<file path="src/rtl/reset_sequencer_pkg.sv">
// Shared types and helpers for the reset sequencer: FSM state encoding and
// counter sizing derived from the hold/gap parameters.
package reset_sequencer_pkg;

  typedef enum logic [1:0] {
    IDLE    = 2'd0,
    HOLD    = 2'd1,
    RELEASE = 2'd2
  } seq_state_e;

  function automatic int max_int(input int a, input int b);
    return (a > b) ? a : b;
  endfunction

  // Wide enough to reach HOLD_CYC-1 and GAP_CYC-1; cleared on every release.
  function automatic int cnt_width(input int hold_cyc, input int gap_cyc);
    return $clog2(max_int(hold_cyc, gap_cyc) + 1);
  endfunction

endpackage

</file>
<file path="src/rtl/reset_seq_next_tgt.sv">
// Picks the lowest still-asserted target channel (one-hot) and flags whether
// it is the final one of the sequence.
module reset_seq_next_tgt #(
  parameter int NUM_CH = 4
) (
  input  logic [NUM_CH-1:0] target,
  input  logic [NUM_CH-1:0] released,
  output logic [NUM_CH-1:0] next_bit,
  output logic              none_left,
  output logic              is_last
);

  logic [NUM_CH-1:0] pending;

  // Two's-complement trick isolates the lowest set bit, which is also the
  // lowest index above every channel already released.
  always_comb begin
    pending   = target & ~released;
    next_bit  = pending & (~pending + NUM_CH'(1));
    none_left = (pending == '0);
    is_last   = ((pending & ~next_bit) == '0);
  end

endmodule

</file>
<file path="src/rtl/reset_sequencer.sv">
// Multi-channel reset sequencer: holds targeted reset lines for HOLD_CYC
// cycles, then releases them in ascending order GAP_CYC cycles apart.
module reset_sequencer
  import reset_sequencer_pkg::*;
#(
  parameter int NUM_CH   = 4,
  parameter int HOLD_CYC = 8,
  parameter int GAP_CYC  = 4
) (
  input  logic              clk,
  input  logic              rst,
  input  logic              soft_rst,
  input  logic [NUM_CH-1:0] ch_mask,
  output logic [NUM_CH-1:0] rst_out,
  output logic              busy,
  output logic              seq_done
);

  localparam int CW = cnt_width(HOLD_CYC, GAP_CYC);

  seq_state_e        state_q, state_d;
  logic [CW-1:0]     cnt_q, cnt_d;
  logic [NUM_CH-1:0] tgt_q, tgt_d;
  logic [NUM_CH-1:0] rel_q, rel_d;
  logic [NUM_CH-1:0] rst_out_d;
  logic              busy_d, done_d;
  logic [NUM_CH-1:0] next_bit;
  logic              none_left, is_last;
  logic              fire;

  reset_seq_next_tgt #(.NUM_CH(NUM_CH)) u_next_tgt (
    .target    (tgt_q),
    .released  (rel_q),
    .next_bit  (next_bit),
    .none_left (none_left),
    .is_last   (is_last)
  );

  always_comb begin
    state_d   = state_q;
    cnt_d     = cnt_q;
    tgt_d     = tgt_q;
    rel_d     = rel_q;
    rst_out_d = rst_out;
    busy_d    = busy;
    done_d    = 1'b0;
    fire      = 1'b0;

    case (state_q)
      HOLD: begin
        if (cnt_q == CW'(HOLD_CYC - 1)) fire = 1'b1;
        else                            cnt_d = cnt_q + CW'(1);
      end
      RELEASE: begin
        if (cnt_q == CW'(GAP_CYC - 1)) fire = 1'b1;
        else                           cnt_d = cnt_q + CW'(1);
      end
      default: begin
        if (soft_rst && (ch_mask != '0)) begin
          tgt_d     = ch_mask;
          rel_d     = '0;
          rst_out_d = rst_out | ch_mask;
          busy_d    = 1'b1;
          cnt_d     = '0;
          state_d   = HOLD;
        end
      end
    endcase

    // An empty pending set cannot arise from reachable states; fall back to IDLE.
    if (state_q != IDLE && none_left) begin
      state_d = IDLE;
      busy_d  = 1'b0;
      cnt_d   = '0;
    end else if (fire) begin
      rst_out_d = rst_out & ~next_bit;
      rel_d     = rel_q | next_bit;
      cnt_d     = '0;
      if (is_last) begin
        state_d = IDLE;
        busy_d  = 1'b0;
        done_d  = 1'b1;
      end else begin
        state_d = RELEASE;
      end
    end
  end

  always_ff @(posedge clk) begin
    if (rst) begin
      state_q  <= HOLD;
      cnt_q    <= '0;
      tgt_q    <= '1;
      rel_q    <= '0;
      rst_out  <= '1;
      busy     <= 1'b1;
      seq_done <= 1'b0;
    end else begin
      state_q  <= state_d;
      cnt_q    <= cnt_d;
      tgt_q    <= tgt_d;
      rel_q    <= rel_d;
      rst_out  <= rst_out_d;
      busy     <= busy_d;
      seq_done <= done_d;
    end
  end

endmodule

</file>
<file path="config.mk">
export PLATFORM = sky130hd
export DESIGN_NAME = reset_sequencer
export DESIGN_NICKNAME = d
export VERILOG_FILES = /design/src/rtl/reset_sequencer_pkg.sv /design/src/rtl/reset_seq_next_tgt.sv /design/src/rtl/reset_sequencer.sv
export SDC_FILE = /design/constraint.sdc
export NUM_CORES = 1
export LEC_CHECK = 0
export CAP_MARGIN = 20
export CORE_MARGIN = 2
export CORE_UTILIZATION = 44
export DETAILED_ROUTE_END_ITERATION = 6
export HOLD_SLACK_MARGIN = 0.06
export PLACE_DENSITY = 0.71
export SYNTH_ARGS = -nofsm -noshare
export SYNTH_HDL_FRONTEND = slang
export SYNTH_HIERARCHICAL = 1
export SYNTH_SLANG_ARGS = --single-unit
</file>
<file path="constraint.sdc">
create_clock -name clk -period 1.7 [get_ports clk]
set_input_delay 0.17 -clock clk [delete_from_list [all_inputs] [get_ports clk]]
set_output_delay 0.17 -clock clk [all_outputs]
set_load 0.005 [all_outputs]
</file>
==> run metrics <==
status=complete, no violations; root buf cell=clkbuf_4; Critical Path Max Stage Delay=0.40 ns; total track usage=0.183; unrepaired setup endpoints after global routing=yes; # hold bufs at CTS=0; grt total ovfl=0; Core Footprint=2170 um^2; clk buf depth=2; clock skew=0.00489 ns; synth warn=6; initial antenna violation count=0; Synth Cell Area=995 um^2; ANT cells=0; max-slew violations=0; reg2reg setup slack=0.03 ns; slowest cell on the critical path=dfxtp_4; Final Critical Period=1.67 ns; WHS Endpoint=rel_q[0]; hold path cells=1; CP required=1.90 ns; postcts setup bufs=0; Vias per Instance=5.48; final hold vios=0; Die W=51.5 um; Layout fillers=197; final setup violation count=0; worst r2r dst=rst_out[3]; number of global-route vias before repair=786; IO Port Bufs=12; crit path launch type=flop; Ports=13; Post-synth ARST share=0; DRT iter0 DRCs=17; max frequency=600 MHz; Pre-Repair DR Iteration Count=4; CTS Buf Count=3; worst reg2reg path startpoint=state_q[1]; synthesized area per cell=10.3 um^2; Post-Route WL=2080 um; row count=17; WHS=0.490 ns; Gate Count Post-Synth=97; maximum vdd drop=0.000888 V; Hold Crit Start=rel_q[0]; first-pass GRT wire length=3580 um; clk sinks=20; Routed Antenna Nets=0; setup TNS=0 ns; Final period util=0.980; post-DP HPWL=1570 um; Leakage=0.506 nW; crit path cell chain=inv_4 -> ha_4 -> nand3b_1 -> nor4b_4 -> nand2_1 -> a221o_1; nets@finish=135; clock-pin transition on the worst setup and hold timing paths=0.12 ns; hold crit path type=flop to flop; die height=51.5 um; EDFF count, synth=0; CTS tree=done; Final GP Congestion=0.805; htree depth=1; share of cells above drive strength 1=0.293; reg2reg path depth=6; Mapped Nets=108; sequential fraction of the synthesis area=0.403; critical path peak fanout=3; die area=2660 um^2; Max-Cap Viols=0; synthesized flop and latch total=20; Critical Path Sink Type=flop; Unique masters post-synth=33; Pwr Density=757 nW/um^2; routed len/inst=13.8 um; Slew @ Worst Pin=0.470 ns; initial core utilization=0.458; largest net degree at the start of global routing=13; worst path arrival time=1.86 ns; worst relative slew slack=0.687; dominant synthesized flop cell=dfxtp_1; clock latency on the worst-skew pair=0.30 ns; vias=828; Layout area overhead=34.1%; DRC=0; critical path class=flop to flop
## kinds of logic (layout without fill, tap and decap cells)
kind of cell	Yosys count	after routing	synth area share
and+or+nand+nor	35	35	0.234
AOI/OAI and AO/OA	29	29	0.253
DFF	20	20	0.403
buffers and inverters	7	33	0.0277
adders and majority gates	4	4	0.0503
muxes	2	2	0.0327
## state kept, by name, indices dropped and copies added (netlist names)
register  count
busy          1
rel_q         4
cnt_q         4
rst_out       4
state_q       2
tgt_q         4
seq_done      1
## how the worst max path moves through the flow
stage,slack [ns],endpoint,startpoint
after floorplan,0.006,rst_out[3],state_q[1]
after global placement,-0.05,cnt_q[0],ch_mask[0]
after detailed placement,-0.07,cnt_q[0],ch_mask[0]
after CTS,0.008,cnt_q[3],state_q[0]
after global routing,-0.04,rst_out[3],state_q[1]
final,0.03,rst_out[3],state_q[1]
## synthesized netlist by cell type (2+ instances only)
master     n  share of area
and2_1     3          0.019
o211ai_2   2          0.025
inv_1      5          0.019
a221o_1    6          0.060
a211oi_1   2          0.015
a21oi_1    6          0.030
ha_1       4          0.050
a22o_1     4          0.035
nand3_1    2          0.010
nor2_1     7          0.026
dfxtp_1   20           0.40
o21ai_0    2          0.010
nand2_1    8          0.030
nand2b_1   3          0.019
nor2b_1    2          0.013
nand2b_4   4          0.055
## worst max-delay path, delay by kind of cell, from the launching register on
kind / cells / cell delay [ns]
buffers and inverters: 1 / 0.05
AOI/OAI and AO/OA: 1 / 0.30
adders and majority gates: 1 / 0.26
DFF: 1 / 0.40
and+or+nand+nor: 3 / 0.55
## layout by cell type, fill, tap and decap left out, drive strengths merged
cell / n
nand2b: 7
or3: 1
buf: 12
clkbuf: 3
a221o: 6
o2111ai: 1
o21ai: 2
clkdlybuf4s50: 12
nand3b: 1
or4: 1
nor4b: 1
a31o: 1
ha: 4
o32ai: 1
or2: 1
mux2i: 2
a21oi: 6
bufinv: 1
a22o: 4
o41ai: 1
nand3: 3
and2: 3
o211ai: 3
dfxtp: 20
nor2: 7
a21o: 1
a211oi: 2
nor2b: 2
nand2: 8
o41a: 1
inv: 5
## area by class of cell
cell class | instances | area, um^2 | share of cell area
timing repair buffer | 24 | 210 | 0.158
inverter | 5 | 23.8 | 0.0178
tap | 28 | 35.0 | 0.0263
sequential | 20 | 408 | 0.306
clock inverter | 1 | 30.0 | 0.0225
clock buffer | 3 | 22.5 | 0.0169
multi-input combinational | 70 | 604 | 0.453
## through the flow
| step | util | total power [mW] | std cells | worst slack [ns] | area (um^2) |
|---|---|---|---|---|---|
| 2_1_floorplan | - | 0.573 | 97 | 0.00619 | 1010 |
| 3_3_place_gp | 0.578 | 0.626 | 148 | -0.0491 | 1250 |
| 3_5_place_dp | 0.578 | 0.628 | 148 | -0.0706 | 1250 |
| 4_1_cts | 0.615 | 1.03 | 152 | 0.00793 | 1330 |
| 5_1_grt | 0.615 | 1.06 | 151 | -0.0434 | 1330 |
| 6_report | 0.615 | 1.01 | 151 | 0.0347 | 1330 |
## per-layer routing
metal / GRT usage / up-vias / share of wire
li1: - / 415 / -
met1: 0.273 / 395 / 0.53
met2: 0.252 / 16 / 0.42
met3: 0.0374 / 2 / 0.041
met4: 0.0789 / 0 / 0.0082
met5: 0 / - / 0
## power by group
part           total [mW]  internal (mW)  leakage (nW)  switching, mW
Sequential          0.494          0.479         0.164         0.0142
Clock               0.390          0.238        0.0279          0.152
Combinational       0.126         0.0634         0.314         0.0627
Total                1.01          0.781         0.506          0.229
## timing repair
item,CTS,global route
gates resized for setup,5,3
endpoints found under the setup margin,1,2
pin swaps,1,1
No activity file was read; power rests on OpenSTA's default activity.
==> variant 1, RTL diff (config.mk and constraints unchanged) <==
Change the parameter `HOLD_CYC` from 8 to 16.
--- a/src/rtl/reset_sequencer.sv
+++ b/src/rtl/reset_sequencer.sv
@@ -4,7 +4,7 @@
   import reset_sequencer_pkg::*;
 #(
   parameter int NUM_CH   = 4,
-  parameter int HOLD_CYC = 8,
+  parameter int HOLD_CYC = 16,
   parameter int GAP_CYC  = 4
 ) (
   input  logic              clk,
Function: changed (Yosys sat finds a counterexample within 10 cycles, from zero or initial values and one cycle with rst high).
==> variant 1 against the unedited design <==
  * The run now ends with negative setup slack left
  * Cell area grew 15%
  * Worst setup slack lost 0.17 ns
  * Sequential cell count grew 1
  * Core utilization grew 2.0 points
  * First-iteration DRC count shrank 35%
  * Synthesized cell count grew 28%
  * Wire length grew 25%
  * Area after synthesis grew 9.7%
  * Total power shrank 18%
  * Critical endpoint is now cnt_q[2]$_SDFFE_PP0P_
  * Largest power group unchanged
==> variant 1: results (changes against the unedited design) <==
Outcome
  • Status: finished, violations left (was completed)
  • Violated checks: negative setup slack

Critical path
  • Top Family by Delay on Critical Path: simple AND/OR/NAND/NOR gates (unchanged)
  • Critical path's slowest cell: or4_4 (was dfxtp_4)
  • Crit-path max cell delay: 0.48 ns (was 0.40 ns)
  • Critical Path Fanout Max: 6 (was 3)
  • WP data arrival: 2.07 ns (was 1.86 ns)

Placement
  • Placed cell count: 180 (was 148)
  • Half-perimeter wire length after placement: 1933 um (was 1571 um)
  • Buffers added on ports: 12 (unchanged)
  • GP Congestion: 0.7726 (was 0.8047)

Clocking
  • Clk Latency, worst-skew pair: 0.30 ns (about the same)
  • CTS H-Tree Depth: 1 (unchanged)
  • Clock transition at path regs: 0.12 ns (about the same)
  • Root buf cell: clkbuf_4 (unchanged)

Power and ir drop
  • LEAKAGE: 0.0006348 uW (was 0.0005060 uW)
  • Worst vdd ir: 0.5020 mV (was 0.8883 mV)
  • Internal: 639.5 uW (was 781.1 uW)

Detailed routing
  • WL final: 2595 um (was 2077 um)
  • Via density: 5.241 (was 5.483)
  • Via count: 980 (was 828)
  • Initial DRC count: 11 (was 17)

Finish
  • Fin nets: 170 (was 135)
  • Layout cell share with drive strength beyond 1: 34.39% (was 29.27%)
  • FILL cells: 202 (was 197)
  • Diode count: 0 (unchanged)
  • Max reg flops: 5

STA
  • Setup TNS: -0.5104 ns (was 0 ns)
  • Relative max-transition margin: 72.66% (was 68.70%)
  • Final setup viols: 8 (was 0)
  • WHS: 0.4653 ns (was 0.4904 ns)
  • Clock Skew: 0.002083 ns (was 0.004885 ns)
  • Post-route setup slack: -0.1385 ns (was 0.03468 ns)

Yosys
  • Mapped Cells: 124 (was 97)
  • Top cells by count, synth: dfxtp_1, nand2_1, a21oi_1, nor2_1 (was dfxtp_1, nand2_1, nor2_1, a21oi_1, a221o_1)
  • Asr flop ratio synth: 0% (unchanged)
  • Seq/Total Area, Yosys: 38.53% (was 40.25%)
  • Post-synthesis mux area share: 0% (was 3.270%)
  • Syn nets: 136 (was 108)
  • Compound-cell area share of the yosys netlist: 25.46% (was 25.28%)
  • Largest cells by area after synthesis: dfxtp_1, ha_1, nand2_1 (was dfxtp_1, a221o_1, nand2b_4)
  • Area share of fa/ha/maj cells after synthesis: 5.734% (was 5.031%)
  • Post-synth cell types: 35 (was 33)

Floorplan
  • Starting Density: 45.28% (was 45.85%)

Global route
  • GRT Util Overall: 20.16% (was 18.29%)
  • Largest net degree at the start of global routing: 15 (was 13)
  • Global-route wire length before repair: 4215 um (was 3581 um)
  • Antenna violations before repair: 0 (unchanged)
[variant 1: cell count changes in the layout (fill, tap and decap cells not counted), sizes merged, moves of 3 or more]
cell    delta
buf       +11
nand2      +8
a221o      -6
a21o       +5
a21oi      +4
a22o       -4
nor3       +4
nand4      +3
o21bai     +3
[variant 1: layer usage]
layer	GRT usage (%)	share of wire [%]	routed length [um]
met1	22.32	43	1121
met2	39.02	54	1398
met3	3.333	2.4	62
met4	5.128	0.46	12
met5	0	0	0
[variant 1: worst paths after layout]
path | startpoint | endpoint | cells past startpoint
worst min-delay path | rel_q[3]$_SDFF_PP0_ | rel_q[3]$_SDFF_PP0_ | 2
worst min register to register | rel_q[3]$_SDFF_PP0_ | rel_q[3]$_SDFF_PP0_ | 2
worst max register to register | cnt_q[1]$_SDFFE_PP0P_ | cnt_q[2]$_SDFFE_PP0P_ | 6
worst max-delay path | cnt_q[1]$_SDFFE_PP0P_ | cnt_q[2]$_SDFFE_PP0P_ | 6
[variant 1: layout make-up]
| cell class | count | share of cell area (%) |
|---|---|---|
| inverter | 6 | 1.473 |
| tap | 30 | 2.455 |
| multi-input combinational | 91 | 47.05 |
| sequential | 21 | 27.66 |
| timing repair buffer | 35 | 19.64 |
| clock buffer | 4 | 1.718 |
[variant 1: per-stage QoR]
stage | util [%] | area [um^2] | worst slack [ns]
final | 63.45 | 1529 | -0.1385
after detailed placement | 58.26 | 1404 | -0.2470
after CTS | 60.12 | 1449 | -0.1597
after floorplan | - | 1124 | -0.05162
after global placement | 58.26 | 1404 | -0.1692
after global routing | 63.45 | 1529 | -0.1704
[variant 1: worst register-to-register path: cells and delay by family (launching register included)]
family / cells / cell delay, ns
DFF: 1 / 0.36
and+or+nand+nor: 2 / 0.67
AOI/OAI and AO/OA: 2 / 0.45
adders and majority gates: 2 / 0.30
[variant 1: kinds of logic after synthesis]
group / after synthesis
AOI/OAI and AO/OA: 37
buffers and inverters: 12
adders and majority gates: 5
and+or+nand+nor: 49
DFF: 21
[variant 1: power by group through the flow]
stage | sequential (uW) | combinational (uW) | clock, uW
after global placement | 517 | 69.4 | 0
after detailed placement | 518 | 71.5 | 0
after global routing | 508 | 92.7 | 266
after floorplan | 517 | 26.3 | 0
final | 506 | 85.8 | 240
after CTS | 507 | 75.3 | 249
[variant 1: timing repair]
action,4_1_cts,5_1_grt
resized for setup,4,13
setup buffers,0,3
setup endpoints to repair,11,12
pin swaps,5,7
==> variant 2, RTL diff (config.mk and constraints unchanged) <==
Without the edit above. Remove the register `seq_done`: a continuous assignment takes its place, so the output `seq_done` follows one clock earlier.
--- a/src/rtl/reset_sequencer.sv
+++ b/src/rtl/reset_sequencer.sv
@@ -94,7 +94,6 @@
       rel_q    <= '0;
       rst_out  <= '1;
       busy     <= 1'b1;
-      seq_done <= 1'b0;
     end else begin
       state_q  <= state_d;
       cnt_q    <= cnt_d;
@@ -102,9 +101,10 @@
       rel_q    <= rel_d;
       rst_out  <= rst_out_d;
       busy     <= busy_d;
-      seq_done <= done_d;
     end
   end
 
+  assign seq_done = done_d;
+
 endmodule
 
Function: no difference found for any inputs over 10 cycles, from zero or initial values and one cycle with rst high; that may be too few to reach the edited logic, so the function may still have changed.
==> variant 2 against the unedited design <==
  * Critical path depth unchanged
  * Area after synthesis increased by 0.13%
  * Sequential cell count decreased by 1
  * Total power decreased by 17%
  * Cell area increased by 2.7%
  * Worst setup slack got worse by 0.13 ns
  * Wire length increased by 19%
  * Maximum frequency decreased by 7.1%
  * Final cell count increased by 11%
  * The run now ends with negative setup slack left
  * First-iteration DRC count increased by 12%
==> variant 2: results (changes against the unedited design) <==
Placement
  • Buffers added on ports: 12 (unchanged)
  • Placed cell count: 162 (was 148)
  • GP Congestion: 0.7848 (was 0.8047)
  • DP Worst Slack: -0.1266 ns (was -0.07058 ns)
  • Half-perimeter wire length after placement: 1613 um (was 1571 um)

Clocking
  • Clock Tree Buf Depth: 2 (unchanged)
  • Clk Latency, worst-skew pair: 0.30 ns (about the same)
  • Root buf cell: clkbuf_4 (unchanged)
  • CTS Hold Bufs: 0 (unchanged)
  • Clock transition at path regs: 0.11 ns
  • CTS buffer count: 3 (unchanged)
  • CTS H-Tree Depth: 1 (unchanged)

Critical path
  • Top Family by Delay on Critical Path: simple AND/OR/NAND/NOR gates (unchanged)
  • Critical path's slowest cell: dfxtp_2 (was dfxtp_4)
  • Crit-path max cell delay: 0.35 ns (was 0.40 ns)
  • Critical Path Fanout Max: 2 (was 3)
  • WP data arrival: 1.62 ns (was 1.86 ns)

Yosys
  • Syn avg cell area: 9.054 um^2 (was 10.25 um^2)
  • Post-synth cell types: 33 (unchanged)
  • Yosys warns: 6 (unchanged)
  • Syn nets: 121 (was 108)
  • Largest cells by area after synthesis: dfxtp_1, nand2_1, nand2b_4 (was dfxtp_1, a221o_1, nand2b_4)
  • Top cells by count, synth: dfxtp_1, nand2_1, nor2_1, a21oi_1, nand2b_1 (was dfxtp_1, nand2_1, nor2_1, a21oi_1, a221o_1)
  • Seq/Total Area, Yosys: 38.19% (was 40.25%)
  • Asr flop ratio synth: 0% (unchanged)

STA
  • Post-route setup slack: -0.09184 ns (was 0.03468 ns)
  • Relative max-transition margin: 71.39% (was 68.70%)
  • Final setup viols: 1 (was 0)
  • Clock Skew: 0.008397 ns (was 0.004885 ns)

Finish
  • Finished Layout Cells: 167 (was 151)
  • Fin nets: 151 (was 135)
  • Layout cell share with drive strength beyond 1: 35.97% (was 29.27%)
  • Diode count: 0 (unchanged)

Power and ir drop
  • Worst vdd ir: 0.4432 mV (was 0.8883 mV)
  • LEAKAGE: 0.0005485 uW (was 0.0005060 uW)

Outcome
  • Violated checks: negative setup slack
  • Status: finished, violations left (was completed)

Global route
  • Antenna violations before repair: 0 (unchanged)
  • Number of global-route vias before repair: 896 (was 786)
  • GRT Util Overall: 20.27% (was 18.29%)
  • Largest net degree at the start of global routing: 11 (was 13)
  • Global-route wire length before repair: 3939 um (was 3581 um)

Detailed routing
  • Initial DRC count: 19 (was 17)
  • DRT Pass-1 Iters: 4 (unchanged)
  • WL per Instance: 14.75 um (was 13.75 um)
  • Via count: 925 (was 828)

Hold path
  • HP Class: flip-flop to flip-flop (unchanged)
-- variant 2: final timing paths --
check / cells past startpoint / end / slack [ns] / startpoint
hold reg to reg: 2 / rel_q[2]$_SDFF_PP0_ / 0.46 / rel_q[2]$_SDFF_PP0_
hold / removal: 2 / rel_q[2]$_SDFF_PP0_ / 0.46 / rel_q[2]$_SDFF_PP0_
setup / recovery: 6 / seq_done / -0.09 / state_q[1]$_SDFFE_PP0P_
setup reg to reg: 7 / rst_out[2]$_SDFF_PP1_ / 0.10 / state_q[1]$_SDFFE_PP0P_
-- variant 2: area by class of cell --
| class | count | area, um^2 |
|---|---|---|
| timing repair buffer | 28 | 239.0 |
| sequential | 19 | 386.6 |
| tap | 28 | 35.03 |
| inverter | 5 | 21.27 |
| multi-input combinational | 83 | 661.9 |
| clock buffer | 4 | 26.28 |
| fill | 181 | 799.5 |
-- variant 2: power breakdown --
group,total [uW],internal (uW),switching (uW)
Combinational,144,69.2,74.8
Sequential,470,458,12.0
Clock,229,91.3,138
Total,843,618,224
-- variant 2: tightest hold or removal path, delay by kind of cell (launching register included) --
| family | cells | cell delay [ns] |
|---|---|---|
| simple gates | 1 | 0.05 |
| flops | 1 | 0.33 |
| compound gates | 1 | 0.05 |
-- variant 2: timing repair --
action	4_1_cts	5_1_grt
setup buffers	6	1
setup endpoints to repair	1	16
resized for setup	24	4
pin swaps	6	4
-- variant 2: logic make-up after synthesis --
| kind of cell | Yosys count | share of synthesized area, % |
|---|---|---|
| adders and majority gates | 4 | 5.025 |
| DFF | 19 | 38.19 |
| buffers and inverters | 8 | 4.271 |
| AOI/OAI and AO/OA | 26 | 21.23 |
| and+or+nand+nor | 52 | 29.90 |
| muxes | 1 | 1.382 |
-- variant 2: through the flow --
step            TNS, ns  cell area [um^2]
5_1_grt         -0.1674              1370
2_1_floorplan         0             996.0
3_5_place_dp    -0.1370              1240
3_3_place_gp   -0.05266              1240
4_1_cts         -0.1257              1388
6_report       -0.09184              1370
-- variant 2: per-layer routing --
layer,up-vias,GRT usage [%],wire [um]
met5,-,0,0
met1,457,26.09,1096
met4,0,11.84,67
li1,440,-,-
met2,22,32.26,1199
met3,6,2.874,101
